File: config.mk
export PLATFORM = sky130hd
export DESIGN_NAME = seg_scan_mux_flat
export DESIGN_NICKNAME = d
export VERILOG_FILES = /design/src/rtl/seg_scan_mux_if.sv /design/src/rtl/seg_scan_mux.sv /design/src/flat_wrapper.sv
export SDC_FILE = /design/constraint.sdc
export NUM_CORES = 1
export LEC_CHECK = 0
export BUFFER_PORTS_ARGS = -buffer_cell sky130_fd_sc_hd__buf_2
export CORE_MARGIN = 2
export CORE_UTILIZATION = 35
export DETAILED_ROUTE_END_ITERATION = 10
export PLACE_DENSITY_LB_ADDON = 0.12
export SLEW_MARGIN = 15
export SYNTH_ARGS = -nofsm -noshare
export SYNTH_HDL_FRONTEND = slang
export SYNTH_SLANG_ARGS = --single-unit
File: constraint.sdc
create_clock -name clk -period 2.1 [get_ports clk]
set_clock_uncertainty 0.2 [all_clocks]
set_input_delay 0.42 -clock clk [delete_from_list [all_inputs] [get_ports clk]]
set_output_delay 0.42 -clock clk [all_outputs]
set_load 0.005 [all_outputs]
File: src/rtl/seg_scan_mux_if.sv
// Bus between display-data producers (master) and the seg_scan_mux scanner (slave).
// Groups the data-capture strobe, per-digit data bank and the scanned pin outputs.
interface seg_scan_mux_if #(
  parameter int unsigned DIGITS = 8,
  parameter int unsigned BRT_W  = 4
);
  localparam int unsigned SCAN_W = $clog2(DIGITS);

  logic                  load;
  logic [4*DIGITS-1:0]   hexs;
  logic [DIGITS-1:0]     points;
  logic [DIGITS-1:0]     LEs;
  logic [DIGITS-1:0]     digit_en;
  logic [DIGITS-1:0]     blink_mask;
  logic [BRT_W-1:0]      brightness;

  logic [3:0]            HEX;
  logic [DIGITS-1:0]     AN;
  logic                  point;
  logic                  LE;
  logic [SCAN_W-1:0]     scan;
  logic                  frame_start;

  modport master (
    output load, hexs, points, LEs, digit_en, blink_mask, brightness,
    input  HEX, AN, point, LE, scan, frame_start
  );

  modport slave (
    input  load, hexs, points, LEs, digit_en, blink_mask, brightness,
    output HEX, AN, point, LE, scan, frame_start
  );
endinterface

File: src/rtl/seg_scan_mux.sv
// Self-timed common-anode seven-segment scanner with shadow-buffered data, PWM brightness
// and per-digit enable. Optional blink logic is built when SEG_BLINK_EN is defined.
module seg_scan_mux #(
  parameter int unsigned DIGITS       = 8,
  parameter int unsigned DWELL_LOG2   = 16,
  parameter int unsigned BRT_W        = 4,
  parameter int unsigned BLINK_FRAMES = 32
) (
  input  logic          clk,
  input  logic          rst,
  seg_scan_mux_if.slave bus
);

  localparam int unsigned SCAN_W = $clog2(DIGITS);
  localparam int unsigned HEX_W  = 4 * DIGITS;

  logic [DWELL_LOG2-1:0] dwell_q, dwell_d;
  logic [SCAN_W-1:0]     scan_q, scan_d;
  logic                  wrap_q, wrap_d;
  logic                  dwell_end_c;
  logic                  boundary_c;
  logic                  pwm_on_c;
  logic [DIGITS-1:0]     blank_c;

  logic [HEX_W-1:0]      hex_pend_q, hex_pend_d, hex_act_q, hex_act_d;
  logic [DIGITS-1:0]     pt_pend_q, pt_pend_d, pt_act_q, pt_act_d;
  logic [DIGITS-1:0]     le_pend_q, le_pend_d, le_act_q, le_act_d;
  logic [DIGITS-1:0]     en_pend_q, en_pend_d, en_act_q, en_act_d;
  logic [BRT_W-1:0]      brt_pend_q, brt_pend_d, brt_act_q, brt_act_d;

  logic [3:0]            hex_out_q, hex_out_d;
  logic [DIGITS-1:0]     an_q, an_d;
  logic                  point_q, point_d;
  logic                  le_q, le_d;
  logic [SCAN_W-1:0]     scan_out_q, scan_out_d;
  logic                  fs_q, fs_d;

  assign dwell_end_c = &dwell_q;
  assign boundary_c  = dwell_end_c && (scan_q == SCAN_W'(DIGITS - 1));
  assign pwm_on_c    = dwell_q[DWELL_LOG2-1 -: BRT_W] <= brt_act_q;

  // Dwell timer and digit scan; wrap_q marks the first cycle of a new frame.
  always_comb begin
    dwell_d = dwell_q + DWELL_LOG2'(1);
    scan_d  = scan_q;
    wrap_d  = boundary_c;
    if (dwell_end_c) begin
      scan_d = boundary_c ? '0 : scan_q + SCAN_W'(1);
    end
  end

  // Pending bank tracks every load; active bank only swaps at the frame boundary.
  always_comb begin
    hex_pend_d = hex_pend_q;
    pt_pend_d  = pt_pend_q;
    le_pend_d  = le_pend_q;
    en_pend_d  = en_pend_q;
    brt_pend_d = brt_pend_q;
    hex_act_d  = hex_act_q;
    pt_act_d   = pt_act_q;
    le_act_d   = le_act_q;
    en_act_d   = en_act_q;
    brt_act_d  = brt_act_q;
    if (bus.load) begin
      hex_pend_d = bus.hexs;
      pt_pend_d  = bus.points;
      le_pend_d  = bus.LEs;
      en_pend_d  = bus.digit_en;
      brt_pend_d = bus.brightness;
    end
    if (boundary_c) begin
      if (bus.load) begin
        hex_act_d = bus.hexs;
        pt_act_d  = bus.points;
        le_act_d  = bus.LEs;
        en_act_d  = bus.digit_en;
        brt_act_d = bus.brightness;
      end else begin
        hex_act_d = hex_pend_q;
        pt_act_d  = pt_pend_q;
        le_act_d  = le_pend_q;
        en_act_d  = en_pend_q;
        brt_act_d = brt_pend_q;
      end
    end
  end

  // Select the scanned digit's active values; only the anode depends on lit.
  always_comb begin
    logic lit;
    lit        = 1'b0;
    hex_out_d  = '0;
    point_d    = 1'b0;
    le_d       = 1'b0;
    an_d       = '1;
    scan_out_d = scan_q;
    fs_d       = wrap_q;
    for (int unsigned i = 0; i < DIGITS; i++) begin
      if (scan_q == SCAN_W'(i)) begin
        hex_out_d = 4'(hex_act_q >> (4 * i));
        point_d   = 1'(pt_act_q >> i);
        le_d      = 1'(le_act_q >> i);
        lit       = 1'(en_act_q >> i) & ~1'(blank_c >> i) & pwm_on_c;
        an_d      = ~(DIGITS'(lit) << i);
      end
    end
  end

  always_ff @(posedge clk) begin
    if (rst) begin
      dwell_q    <= '0;
      scan_q     <= '0;
      wrap_q     <= 1'b0;
      hex_pend_q <= '0;
      pt_pend_q  <= '0;
      le_pend_q  <= '0;
      en_pend_q  <= '0;
      brt_pend_q <= '0;
      hex_act_q  <= '0;
      pt_act_q   <= '0;
      le_act_q   <= '0;
      en_act_q   <= '0;
      brt_act_q  <= '0;
      hex_out_q  <= '0;
      an_q       <= '1;
      point_q    <= 1'b0;
      le_q       <= 1'b0;
      scan_out_q <= '0;
      fs_q       <= 1'b0;
    end else begin
      dwell_q    <= dwell_d;
      scan_q     <= scan_d;
      wrap_q     <= wrap_d;
      hex_pend_q <= hex_pend_d;
      pt_pend_q  <= pt_pend_d;
      le_pend_q  <= le_pend_d;
      en_pend_q  <= en_pend_d;
      brt_pend_q <= brt_pend_d;
      hex_act_q  <= hex_act_d;
      pt_act_q   <= pt_act_d;
      le_act_q   <= le_act_d;
      en_act_q   <= en_act_d;
      brt_act_q  <= brt_act_d;
      hex_out_q  <= hex_out_d;
      an_q       <= an_d;
      point_q    <= point_d;
      le_q       <= le_d;
      scan_out_q <= scan_out_d;
      fs_q       <= fs_d;
    end
  end

`ifdef SEG_BLINK_EN
  localparam int unsigned FC_W = (BLINK_FRAMES > 1) ? $clog2(BLINK_FRAMES) : 1;

  logic [FC_W-1:0]   fcnt_q, fcnt_d;
  logic              phase_q, phase_d;
  logic [DIGITS-1:0] mask_pend_q, mask_pend_d, mask_act_q, mask_act_d;

  // Blink mask follows the same shadow path; phase toggles every BLINK_FRAMES frames.
  always_comb begin
    fcnt_d      = fcnt_q;
    phase_d     = phase_q;
    mask_pend_d = bus.load ? bus.blink_mask : mask_pend_q;
    mask_act_d  = mask_act_q;
    if (boundary_c) begin
      mask_act_d = bus.load ? bus.blink_mask : mask_pend_q;
      if (fcnt_q == FC_W'(BLINK_FRAMES - 1)) begin
        fcnt_d  = '0;
        phase_d = ~phase_q;
      end else begin
        fcnt_d = fcnt_q + FC_W'(1);
      end
    end
  end

  always_ff @(posedge clk) begin
    if (rst) begin
      fcnt_q      <= '0;
      phase_q     <= 1'b0;
      mask_pend_q <= '0;
      mask_act_q  <= '0;
    end else begin
      fcnt_q      <= fcnt_d;
      phase_q     <= phase_d;
      mask_pend_q <= mask_pend_d;
      mask_act_q  <= mask_act_d;
    end
  end

  assign blank_c = phase_q ? mask_act_q : '0;
`else
  logic [DIGITS:0] unused_blink;
  assign unused_blink = {bus.blink_mask, BLINK_FRAMES[0]};
  assign blank_c      = '0;
`endif

  assign bus.HEX         = hex_out_q;
  assign bus.AN          = an_q;
  assign bus.point       = point_q;
  assign bus.LE          = le_q;
  assign bus.scan        = scan_out_q;
  assign bus.frame_start = fs_q;

endmodule
File: src/flat_wrapper.sv
// flat-port wrapper written by rule: the top's interface ports become plain ports
module seg_scan_mux_flat 
#(
  parameter int unsigned DIGITS       = 8,
  parameter int unsigned DWELL_LOG2   = 16,
  parameter int unsigned BRT_W        = 4,
  parameter int unsigned BLINK_FRAMES = 32
)
  (clk, rst, bus_load, bus_hexs, bus_points, bus_LEs, bus_digit_en, bus_blink_mask, bus_brightness, bus_HEX, bus_AN, bus_point, bus_LE, bus_scan, bus_frame_start);
  seg_scan_mux_if #(.DIGITS(DIGITS), .BRT_W(BRT_W)) bus_i ();
  input  logic clk;
  input  logic rst;
  input wire logic [$bits(bus_i.load)-1:0] bus_load;
  input wire logic [$bits(bus_i.hexs)-1:0] bus_hexs;
  input wire logic [$bits(bus_i.points)-1:0] bus_points;
  input wire logic [$bits(bus_i.LEs)-1:0] bus_LEs;
  input wire logic [$bits(bus_i.digit_en)-1:0] bus_digit_en;
  input wire logic [$bits(bus_i.blink_mask)-1:0] bus_blink_mask;
  input wire logic [$bits(bus_i.brightness)-1:0] bus_brightness;
  output wire logic [$bits(bus_i.HEX)-1:0] bus_HEX;
  output wire logic [$bits(bus_i.AN)-1:0] bus_AN;
  output wire logic [$bits(bus_i.point)-1:0] bus_point;
  output wire logic [$bits(bus_i.LE)-1:0] bus_LE;
  output wire logic [$bits(bus_i.scan)-1:0] bus_scan;
  output wire logic [$bits(bus_i.frame_start)-1:0] bus_frame_start;
  assign bus_i.load = bus_load;
  assign bus_i.hexs = bus_hexs;
  assign bus_i.points = bus_points;
  assign bus_i.LEs = bus_LEs;
  assign bus_i.digit_en = bus_digit_en;
  assign bus_i.blink_mask = bus_blink_mask;
  assign bus_i.brightness = bus_brightness;
  assign bus_HEX = bus_i.HEX;
  assign bus_AN = bus_i.AN;
  assign bus_point = bus_i.point;
  assign bus_LE = bus_i.LE;
  assign bus_scan = bus_i.scan;
  assign bus_frame_start = bus_i.frame_start;
  seg_scan_mux #(.DIGITS(DIGITS), .DWELL_LOG2(DWELL_LOG2), .BRT_W(BRT_W), .BLINK_FRAMES(BLINK_FRAMES)) u_core (.clk(clk), .rst(rst), .bus(bus_i));
endmodule
After elaboration in Yosys (flattened, before gate mapping) --
Cells that the tools add are included.
Operators by class: bitwise gates (word level) 16, eq/ne operators 7, reduce and logical (&&, ||, !) cells 3, add/sub/neg operators 2, muxes and demuxes 38, order comparisons 1
Operators with widths (number):
- $mux W8 | 11
- $mux W4 | 9
- $mux W32 | 1
- $add A16 B1 Y16 const B | 1
- $mux W1 | 16
- $reduce_and A16 Y1 | 1
- $eq A3 B3 Y1 const B | 4
- $and A1 B1 Y1 | 8
- $not A1 Y8 | 1
- $not A2 Y8 | 1
- $not A3 Y8 | 1
- $not A4 Y8 | 1
- $not A5 Y8 | 1
- $not A6 Y8 | 1
- $not A7 Y8 | 1
- $not A8 Y8 | 1
- $eq A3 B2 Y1 const B | 2
- $le A4 B4 Y1 | 1
- $add A3 B1 Y3 const B | 1
- $eq A3 B1 Y1 const B | 1
- $logic_not A3 Y1 | 1
- $mux W3 | 1
- $logic_and A1 B1 Y1 | 1
Storage, ports and cells: output and inout bits 18, bits in registers 158

Depth between registers and ports, before layout --
Gate-level depths: netlist of run 1.
depth in word-level cells 11, mapped depth 8, gate-level depth less buffers 6

Worst setup path after synthesis of run 1 --
No wires, ideal clock.
kind reg2reg, start point reg u_core.dwell_q[0], end point reg u_core.brt_act_q[0], arrival time 1.827 ns, required time 1.779 ns, path buffers 2, path slack -0.048 ns, period minus slack after synthesis 2.148 ns, cell stages (with the launch flop) 8, library setup time 0.121 ns, cells stage by stage dfxtp_1 -> ha_1 -> nand3_2 -> nor4_4 -> and4_4 -> buf_12 -> buf_12 -> mux2_4
On the way: cells in the longest elaborated chain, start to end 2
Ends and longest elaborated chain:
- from (decl) | RTL line seg_scan_mux.sv:17 | logic [DWELL_LOG2-1:0] dwell_q, dwell_d;
- from (signal assigned) | RTL line seg_scan_mux.sv:131 | dwell_q <= dwell_d;
- $reduce_and A16 Y1 | RTL line seg_scan_mux.sv:38 | assign dwell_end_c = &dwell_q;
- $logic_and A1 B1 Y1 | RTL line seg_scan_mux.sv:39 | assign boundary_c = dwell_end_c && (scan_q == SCAN_W'(DIGITS - 1));
- to (signal assigned) | RTL line seg_scan_mux.sv:143 | brt_act_q <= brt_act_d;
- to (decl) | RTL line seg_scan_mux.sv:29 | logic [BRT_W-1:0] brt_pend_q, brt_pend_d, brt_act_q, brt_act_d;
No other way between the ends. A chain may end at the register's enable or synchronous reset.

Final worst setup path of run 1 --
start point reg u_core.dwell_q[0], end point reg u_core.hex_act_q[20]
On the way: cells in the longest elaborated chain, start to end 2
Ends and longest elaborated chain:
- $reduce_and A16 Y1 | RTL line seg_scan_mux.sv:38
- $logic_and A1 B1 Y1 | RTL line seg_scan_mux.sv:39
- to (signal assigned) | RTL line seg_scan_mux.sv:139 | hex_act_q <= hex_act_d;
- to (decl) | RTL line seg_scan_mux.sv:25 | logic [HEX_W-1:0] hex_pend_q, hex_pend_d, hex_act_q, hex_act_d;
No other way between the ends.

==> flow_metrics.env, run 1 <==
export IMPL_cp_buffers_inverters=2
export IMPL_clk_pin_slew_worst_paths_ps=60
export IMPL_boundaryPins=89
export IMPL_yosys_most_used_dff="dfxtp_1"
export IMPL_end_kind="register"
export IMPL_required_ps=2210
export IMPL_syn_to_final_growth_pct=25.8
export IMPL_io_buffers=80
export IMPL_p_clk_share_pct=46.9
export IMPL_grtUsageTotal_pct=15.3
export IMPL_fin_ws_ps=-40.8
export IMPL_rsz0062_at_grt="true"
export IMPL_slew_viol_final=0
export IMPL_crit_path_top_delay_cell="dfxtp_2"
export IMPL_drv_cap=0
export IMPL_fin_util_pct=44.5
export IMPL_core_um2=19300
export IMPL_ant_nets=0
export IMPL_p_int_uw=5040
export IMPL_violations="setup timing"
export IMPL_fin_tns_setup_ps=-1230
export IMPL_cts_tree="yes"
export IMPL_fmax_mhz=467
export IMPL_dieHeight_um=144
export IMPL_p_per_area_nw_per_um2=749
export IMPL_switching_share_pct=21.8
export IMPL_power_switching_uw=1400
export IMPL_clk_latency_ps=420
export IMPL_pwr_share_comb_pct=5.1
export IMPL_tightest_slew_ps=399
export IMPL_die_w_um=144
export IMPL_grtUsageMet3_pct=3.40
export IMPL_antennaDiodeCount=0
export IMPL_yosysUniqueCellTypes=45
export IMPL_grt_max_degree=39
export IMPL_place_ws_ps=-212
export IMPL_routed_via_density=4.57
export IMPL_final_cell_mix="dfxtp_1 (154), nor2_1 (97), buf_2 (78)"
export IMPL_route_detailed_drc=0
export IMPL_yosys_top_cells_area="dfxtp_1 (46%), mux2_4 (13%), mux2i_1 (8.8%)"
export IMPL_synthArstFlopShare_pct=0
export IMPL_numCtsBuffers=17
export IMPL_cts_htree_levels=4
export IMPL_syn_area_per_cell_um2=10.9
export IMPL_vias=4698
export IMPL_p_seq_share_pct=48.0
export IMPL_cp_max_fo=7
export IMPL_worst_ep_arrival_time_ps=2250
export IMPL_cts_buffer_depth=2
export IMPL_crit_family="simple AND/OR/NAND/NOR gates"
export IMPL_num_rows=51
export IMPL_grt_pass1_vias=4822
export IMPL_antenna_found_initial=0
export IMPL_final_common_cell="dfxtp_1"
export IMPL_critical_path_max_stage_delay_ps=350
export IMPL_synth_edff_count=0
export IMPL_final_cells=1027
export IMPL_finalHoldViolations=0
export IMPL_setup_viol=57
export IMPL_synth_top_cell_by_area="dfxtp_1"
export IMPL_ir_drop_uv=559
export IMPL_grt_overflow=0
export IMPL_status="complete, but fails checks"
export IMPL_ys_ff_latch=158
export IMPL_grt_busiest_layer="met2"
export IMPL_maxSlewHeadroom_pct=73.4
export IMPL_synth_seq_area_share_pct=46.3
export IMPL_initial_utilization_pct=35.4
export IMPL_fin_crit_ps=2140
export IMPL_crit_type="register to register"
export IMPL_initialDrtViolationCount=237
export IMPL_cp_start_kind="register"
export IMPL_nNetsFinal=831
export IMPL_place_inst=983
export IMPL_routed_wl_um=15200
export IMPL_grt_use_met1_pct=19.7
export IMPL_use_met2_pct=24.7
export IMPL_p_leak_uw=0.00377
export IMPL_grt_pass1_wl_um=24400
export IMPL_drive_gt1_share_pct=34.4
export IMPL_die_area_um2=20700
export IMPL_fin_crit_sh_pct=102
export IMPL_hold_class="input port to register"
export IMPL_firstDrtPassIters=4
export IMPL_nFillCells=1829
export IMPL_synthCells=628
export IMPL_synth_area_um2=6840
export IMPL_ys_warn_count=0
export IMPL_cts_sinks=158
export IMPL_synthesis_nets=710
export IMPL_cp_cell_sequence="ha_4 > nand3_4 > nor4_4 > and4_4 > buf_12 > clkbuf_16 > mux2_4"
export IMPL_wl_per_cell_um=14.8
export IMPL_gp_congestion=0.739
export IMPL_hpwlAfterDp_um=10700
export IMPL_cts_root_buf="clkbuf_16"
export IMPL_yosysTopAreaCellShare_pct=46.3
cell usage after synthesis, types with 7 or more instances:
library cell	instances
buf_2	8
buf_12	7
nor2_1	97
dfxtp_1	158
xnor2_1	9
inv_1	17
ha_1	11
a221oi_1	11
nand4_1	8
mux2i_1	60
and2b_1	50
clkbuf_1	17
nand2_1	31
mux2_4	60
o21ai_0	8
power groups by stage:
stage                     clock, uW  sequential, uW  combinational (uW)
after floorplan                   0            3150                 202
after global placement            0            3150                 320
after detailed placement          0            3160                 327
after CTS                      3100            3090                 332
after global routing           3240            3100                 366
final                          3020            3090                 328
worst register-to-register path: stages, from the launching register on:
cell       delay (ps)
dfxtp_2           350
ha_4              150
nand3_4            70
nor4_4            310
and4_4            330
buf_12            150
clkbuf_16         170
mux2_4            290
sequential cells by signal, summed over array words and instances, names as in the netlist, 3 cells and up:
register / cells
u_core.hex_act_q: 32
u_core.hex_pend_q: 32
u_core.dwell_q: 16
u_core.bus.AN: 8
u_core.en_act_q: 8
u_core.en_pend_q: 8
u_core.le_act_q: 8
u_core.le_pend_q: 8
u_core.pt_act_q: 8
u_core.pt_pend_q: 8
u_core.brt_act_q: 4
u_core.brt_pend_q: 4
u_core.bus.HEX: 4
u_core.bus.scan: 3
u_core.scan_out_d: 3
cell families (layout without fill, tap and decap cells):
| logic type | Yosys count | in the layout | share of synthesized area (%) |
|---|---|---|---|
| AOI/OAI and AO/OA | 42 | 42 | 4.56 |
| xor gates and xnor gates | 11 | 11 | 1.41 |
| adders and majority gates | 11 | 11 | 2.01 |
| buffers and inverters | 59 | 193 | 6.15 |
| DFF | 158 | 158 | 46.3 |
| muxes | 123 | 123 | 22.5 |
| and+or+nand+nor | 224 | 224 | 17.1 |
worst paths after layout:
path              slack, ps                    end               start  cells after the start
setup / recovery        -40   u_core.hex_act_q[20]   u_core.dwell_q[0]                      7
hold / removal           90  u_core.hex_pend_q[17]        bus_hexs[17]                      3
setup reg to reg        -40   u_core.hex_act_q[20]   u_core.dwell_q[0]                      7
hold reg to reg         200       u_core.bus.AN[1]  u_core.en_act_q[1]                      1
cell type report:
cell class | instances | area [um2] | share of cell area [%]
clock inverters | 10 | 114 | 1.32
clock buffers | 22 | 464 | 5.40
inverters | 17 | 63.8 | 0.742
repair buffers | 144 | 1100 | 12.8
multi-input cells | 411 | 3350 | 39.0
well taps | 265 | 332 | 3.86
flip-flops and latches | 158 | 3170 | 36.9
per-stage QoR:
| step | cell area [um2] | total power, uW | hold slack [ps] |
|---|---|---|---|
| floorplan | 6850 | 3350 | 167 |
| global placement | 7720 | 3470 | 182 |
| detailed placement | 7720 | 3480 | 188 |
| CTS | 8450 | 6520 | 72.5 |
| global route | 8600 | 6700 | 102 |
| finish | 8600 | 6440 | 87.6 |
layer usage:
layer / wire length (um) / vias to the layer above
met2: 7050 / 83
met4: 301 / 0
met3: 514 / 24
met5: 0 / -
li1: - / 2369
met1: 7360 / 2222
repair_timing:
action,4_1_cts,5_1_grt
gates resized for setup,14,14
endpoints found under the setup margin,66,65
hold buffers,0,0
pin swaps,6,6
setup buffers,4,5
cloned,2,2
Power figures use the tool's default switching activity.
==> inputs of run 2 (changes only) <==
CORE_ASPECT_RATIO = 0.6   (was unset)
GPL_ROUTABILITY_DRIVEN = 0   (was unset)
==> flow_metrics.env, run 2 (synthesis results as in run 1) <==
export IMPL_initialDrtViolationCount=227
export IMPL_cts_root_buf="clkbuf_16"
export IMPL_cts_sinks=158
export IMPL_final_common_cell="dfxtp_1"
export IMPL_nFillCells=1836
export IMPL_end_kind="register"
export IMPL_cts_tree="yes"
export IMPL_ant_nets=0
export IMPL_dieHeight_um=112
export IMPL_syn_to_final_growth_pct=26.1
export IMPL_cp_max_fo=6
export IMPL_grt_overflow=0
export IMPL_clk_pin_slew_worst_paths_ps=60
export IMPL_boundaryPins=89
export IMPL_vias=4685
export IMPL_hold_class="input port to register"
export IMPL_rsz0062_at_grt="true"
export IMPL_fin_crit_sh_pct=102
export IMPL_violations="setup timing"
export IMPL_routed_wl_um=15900
export IMPL_hpwlAfterDp_um=10900
export IMPL_cp_start_kind="register"
export IMPL_maxSlewHeadroom_pct=69.9
export IMPL_wl_met1_um=8810
export IMPL_total_power_uw=6510
export IMPL_crit_type="register to register"
export IMPL_final_cell_mix="dfxtp_1 (150), nor2_1 (96), buf_2 (78)"
export IMPL_core_um2=19100
export IMPL_antenna_found_initial=0
export IMPL_top_regs="u_core.hex_act_q: 32 flops, u_core.hex_pend_q: 32 flops, u_core.dwell_q: 16 flops"
export IMPL_place_inst=973
export IMPL_drv_cap=0
export IMPL_num_rows=39
export IMPL_wl_met3_um=708
export IMPL_routed_via_density=4.59
export IMPL_required_ps=2210
export IMPL_cts_htree_levels=4
export IMPL_highest_layer="met4"
export IMPL_grtUsageTotal_pct=15.7
export IMPL_route_detailed_drc=0
export IMPL_numCtsBuffers=17
export IMPL_finalHoldViolations=0
export IMPL_antennaDiodeCount=0
export IMPL_firstDrtPassIters=4
export IMPL_fin_ws_ps=-31.5
export IMPL_p_per_area_nw_per_um2=755
export IMPL_drive_gt1_share_pct=34.7
export IMPL_grt_pass1_vias=4576
export IMPL_clk_latency_ps=420
export IMPL_dr_wl_met2_um=6290
export IMPL_initial_utilization_pct=35.8
export IMPL_p_leak_uw=0.00376
export IMPL_nNetsFinal=824
export IMPL_tightest_slew_ps=445
export IMPL_final_cells=1020
export IMPL_fmax_mhz=469
export IMPL_slew_viol_final=0
export IMPL_cts_buffer_depth=2
export IMPL_status="complete, but fails checks"
export IMPL_io_buffers=80
export IMPL_wl_per_cell_um=15.6
export IMPL_die_w_um=184
export IMPL_die_area_um2=20700
export IMPL_grt_max_degree=41
export IMPL_fin_crit_ps=2130
export IMPL_ir_drop_uv=522
export IMPL_grt_pass1_wl_um=25000
export IMPL_setup_viol=55
export IMPL_postCtsHoldBufs=0
export IMPL_worst_ep_arrival_time_ps=2240
run 2: cell type report:
| class | instances | area [um2] | share of cell area, % |
|---|---|---|---|
| well taps | 266 | 333 | 3.86 |
| multi-input cells | 411 | 3360 | 39.0 |
| repair buffers | 137 | 1110 | 12.8 |
| clock buffers | 19 | 433 | 5.02 |
| clock inverters | 12 | 146 | 1.70 |
| inverters | 17 | 63.8 | 0.740 |
| flip-flops and latches | 158 | 3170 | 36.8 |
run 2: what timing repair did:
| item | in CTS | in global routing |
|---|---|---|
| setup buffers | 5 | 5 |
| cloned | 2 | 4 |
| pin swaps | 1 | 4 |
| setup endpoints to repair | 65 | 66 |
| gates resized for setup | 12 | 25 |
run 2: stage by stage:
| stage | setup WS [ps] | setup TNS (ps) | instance area, um2 | hold slack, ps | util, % |
|---|---|---|---|---|---|
| floorplan | 38.0 | 0 | 6850 | 167 | - |
| global placement | -135 | -589 | 7670 | 203 | 40.2 |
| detailed placement | -201 | -2920 | 7670 | 208 | 40.2 |
| CTS | -75.1 | -3190 | 8390 | 71.8 | 44.0 |
| global route | -116 | -5880 | 8620 | 95.6 | 45.2 |
| finish | -31.5 | -809 | 8620 | 88.3 | 45.2 |
run 2: worst paths after layout:
path | slack (ps) | cells past startpoint | endpoint | startpoint
worst max register to register | -30 | 7 | u_core.le_act_q[7] | u_core.dwell_q[1]
worst min register to register | 220 | 1 | u_core.bus.AN[1] | u_core.en_act_q[1]
worst min-delay path | 90 | 3 | u_core.hex_pend_q[19] | bus_hexs[19]
worst max-delay path | -30 | 7 | u_core.le_act_q[7] | u_core.dwell_q[1]
run 2: metal layers:
layer / vias to the layer above / GRT usage, %
li1: 2368 / -
met1: 2216 / 24.5
met2: 97 / 20.9
met4: 0 / 4.48
met3: 4 / 4.09
met5: - / 0
run 2: worst max-delay path: stages (launching register included):
cell and delay (ps):
dfxtp_2 360, ha_4 150, nand3_4 70, nor4_4 320, and4_4 330, buf_6 140
clkbuf_16 150, mux2_4 290
run 2: where the power goes:
group,internal (uW),switching [uW],total [uW],leakage [uW]
combinational,160,171,331,0.00220
sequential,3070,21.5,3090,0.00129
clock,1850,1230,3090,0.000278
total,5080,1430,6510,0.00376
==> inputs of run 3 (changes only) <==
PLACE_DENSITY = 0.58   (was unset)
PLACE_DENSITY_LB_ADDON = unset   (was 0.12)
==> flow_metrics.env, run 3 (synthesis results as in run 1) <==
export IMPL_fmax_mhz=470
export IMPL_cts_root_buf="clkbuf_16"
export IMPL_p_per_area_nw_per_um2=769
export IMPL_clk_latency_ps=420
export IMPL_boundaryPins=89
export IMPL_initialDrtViolationCount=268
export IMPL_die_area_um2=20700
export IMPL_io_buffers=80
export IMPL_initial_utilization_pct=35.8
export IMPL_r2r_end="u_core.hex_act_q[16]"
export IMPL_drv_cap=0
export IMPL_maxSlewHeadroom_pct=76.2
export IMPL_grt_pass1_wl_um=24600
export IMPL_cts_buffer_depth=2
export IMPL_grt_max_degree=38
export IMPL_routed_via_density=4.57
export IMPL_cp_cell_sequence="nand4_1 > nor4_4 > and4_4 > buf_12 > mux2_4"
export IMPL_crit_family="simple AND/OR/NAND/NOR gates"
export IMPL_top_regs="u_core.hex_act_q: 32 flops, u_core.hex_pend_q: 32 flops, u_core.dwell_q: 16 flops"
export IMPL_fin_crit_sh_pct=101
export IMPL_rsz0062_at_grt="true"
export IMPL_cp_start_kind="register"
export IMPL_firstDrtPassIters=4
export IMPL_final_cell_mix="dfxtp_1 (153), nor2_1 (95), buf_2 (78)"
export IMPL_ant_nets=0
export IMPL_cp_max_fo=23
export IMPL_vias=4642
export IMPL_clk_pin_slew_worst_paths_ps=60
export IMPL_antennaDiodeCount=0
export IMPL_crit_path_top_delay_cell="nor4_4"
export IMPL_hold_class="input port to register"
export IMPL_core_um2=19100
export IMPL_place_ws_ps=-39.8
export IMPL_finalHoldViolations=0
export IMPL_worst_ep_arrival_time_ps=2230
export IMPL_fin_util_pct=44.2
export IMPL_fin_ws_ps=-28.3
export IMPL_ir_drop_uv=447
export IMPL_grt_overflow=0
export IMPL_final_cells=1016
export IMPL_cts_htree_levels=4
export IMPL_drive_gt1_share_pct=34.1
export IMPL_hold_depth=3
export IMPL_grt_pass1_vias=4758
export IMPL_hold_start="bus_hexs[6]"
export IMPL_final_common_cell="dfxtp_1"
export IMPL_nNetsFinal=819
export IMPL_end_kind="register"
export IMPL_wl_per_cell_um=15.1
export IMPL_slew_viol_final=0
export IMPL_numCtsBuffers=17
export IMPL_grtUsageTotal_pct=15.4
export IMPL_violations="setup timing"
export IMPL_setup_viol=42
export IMPL_r2r_slack_ps=-30
export IMPL_dieHeight_um=112
export IMPL_num_rows=39
export IMPL_tightest_slew_ps=354
export IMPL_syn_to_final_growth_pct=23.4
export IMPL_hpwlAfterDp_um=11400
export IMPL_cts_sinks=158
export IMPL_routed_wl_um=15300
export IMPL_cp_buffers_inverters=1
export IMPL_status="complete, but fails checks"
export IMPL_holdPathEnd="u_core.hex_pend_q[6]"
export IMPL_fin_crit_ps=2130
export IMPL_crit_type="register to register"
export IMPL_route_detailed_drc=0
export IMPL_required_ps=2210
export IMPL_fin_tns_setup_ps=-722
export IMPL_critical_path_max_stage_delay_ps=380
export IMPL_p_leak_uw=0.00369
export IMPL_place_inst=978
export IMPL_rr_startpoint="u_core.dwell_q[9]"
export IMPL_cts_tree="yes"
export IMPL_nFillCells=1777
export IMPL_reg2reg_depth=5
export IMPL_die_w_um=184
export IMPL_antenna_found_initial=0
==> run 3: layout make-up <==
class                           instances  area [um2]  area share (%)
Clock buffer                           20         457            5.41
Clock inverter                         12         138            1.63
Inverter                               17        63.8           0.756
Multi-Input combinational cell        411        3360            39.8
Sequential cell                       158        3170            37.6
Tap cell                              266         333            3.94
Timing Repair Buffer                  132         917            10.9
==> run 3: repair_timing <==
item,CTS,global route
setup endpoints to repair,53,70
endpoints found under the hold margin,0,0
cloned,0,1
gates resized for setup,8,17
pin swaps,1,3
setup buffers,1,4
hold buffers,0,0
==> run 3: per-layer routing <==
layer  GRT usage, %  up-vias  wire length (um)
met5              0        -                 0
met4           5.28        0               182
met3           3.89       18               637
met2           21.3       91              6110
met1           23.1     2176              8410
li1               -     2357                 -
==> run 3: power by group <==
part	leakage [uW]	total, uW	internal, uW	switching (uW)
Combinational	0.00213	325	152	173
Sequential	0.00129	3090	3070	22.0
Clock	0.000275	3070	1820	1250
==> run 3: worst reg2reg max path: stages, from the launching register on <==
cell     delay, ps
dfxtp_2        330
nand4_1        190
nor4_4         380
and4_4         350
buf_12         230
mux2_4         330
==> run 3: worst max-delay path by stage <==
stage / startpoint / to / slack (ps) / depth (start not counted)
floorplan: u_core.dwell_q[8] / u_core.brt_act_q[0] / 40 / 6
global placement: u_core.dwell_q[10] / u_core.hex_act_q[23] / -2 / 5
detailed placement: u_core.scan_out_d[0] / u_core.bus.HEX[3] / -40 / 7
CTS: u_core.dwell_q[10] / u_core.hex_act_q[15] / -30 / 5
global route: u_core.dwell_q[9] / u_core.hex_act_q[15] / -140 / 5
finish: u_core.dwell_q[9] / u_core.hex_act_q[16] / -30 / 5
==> run 3: metrics by stage <==
step / cell area [um2] / power (uW) / hold WS [ps]
after floorplan: 6850 / 3350 / 167
after global placement: 7660 / 3470 / 205
after detailed placement: 7660 / 3480 / 213
after CTS: 8290 / 6560 / 73.2
after global routing: 8440 / 6730 / 100
final: 8440 / 6490 / 87.4
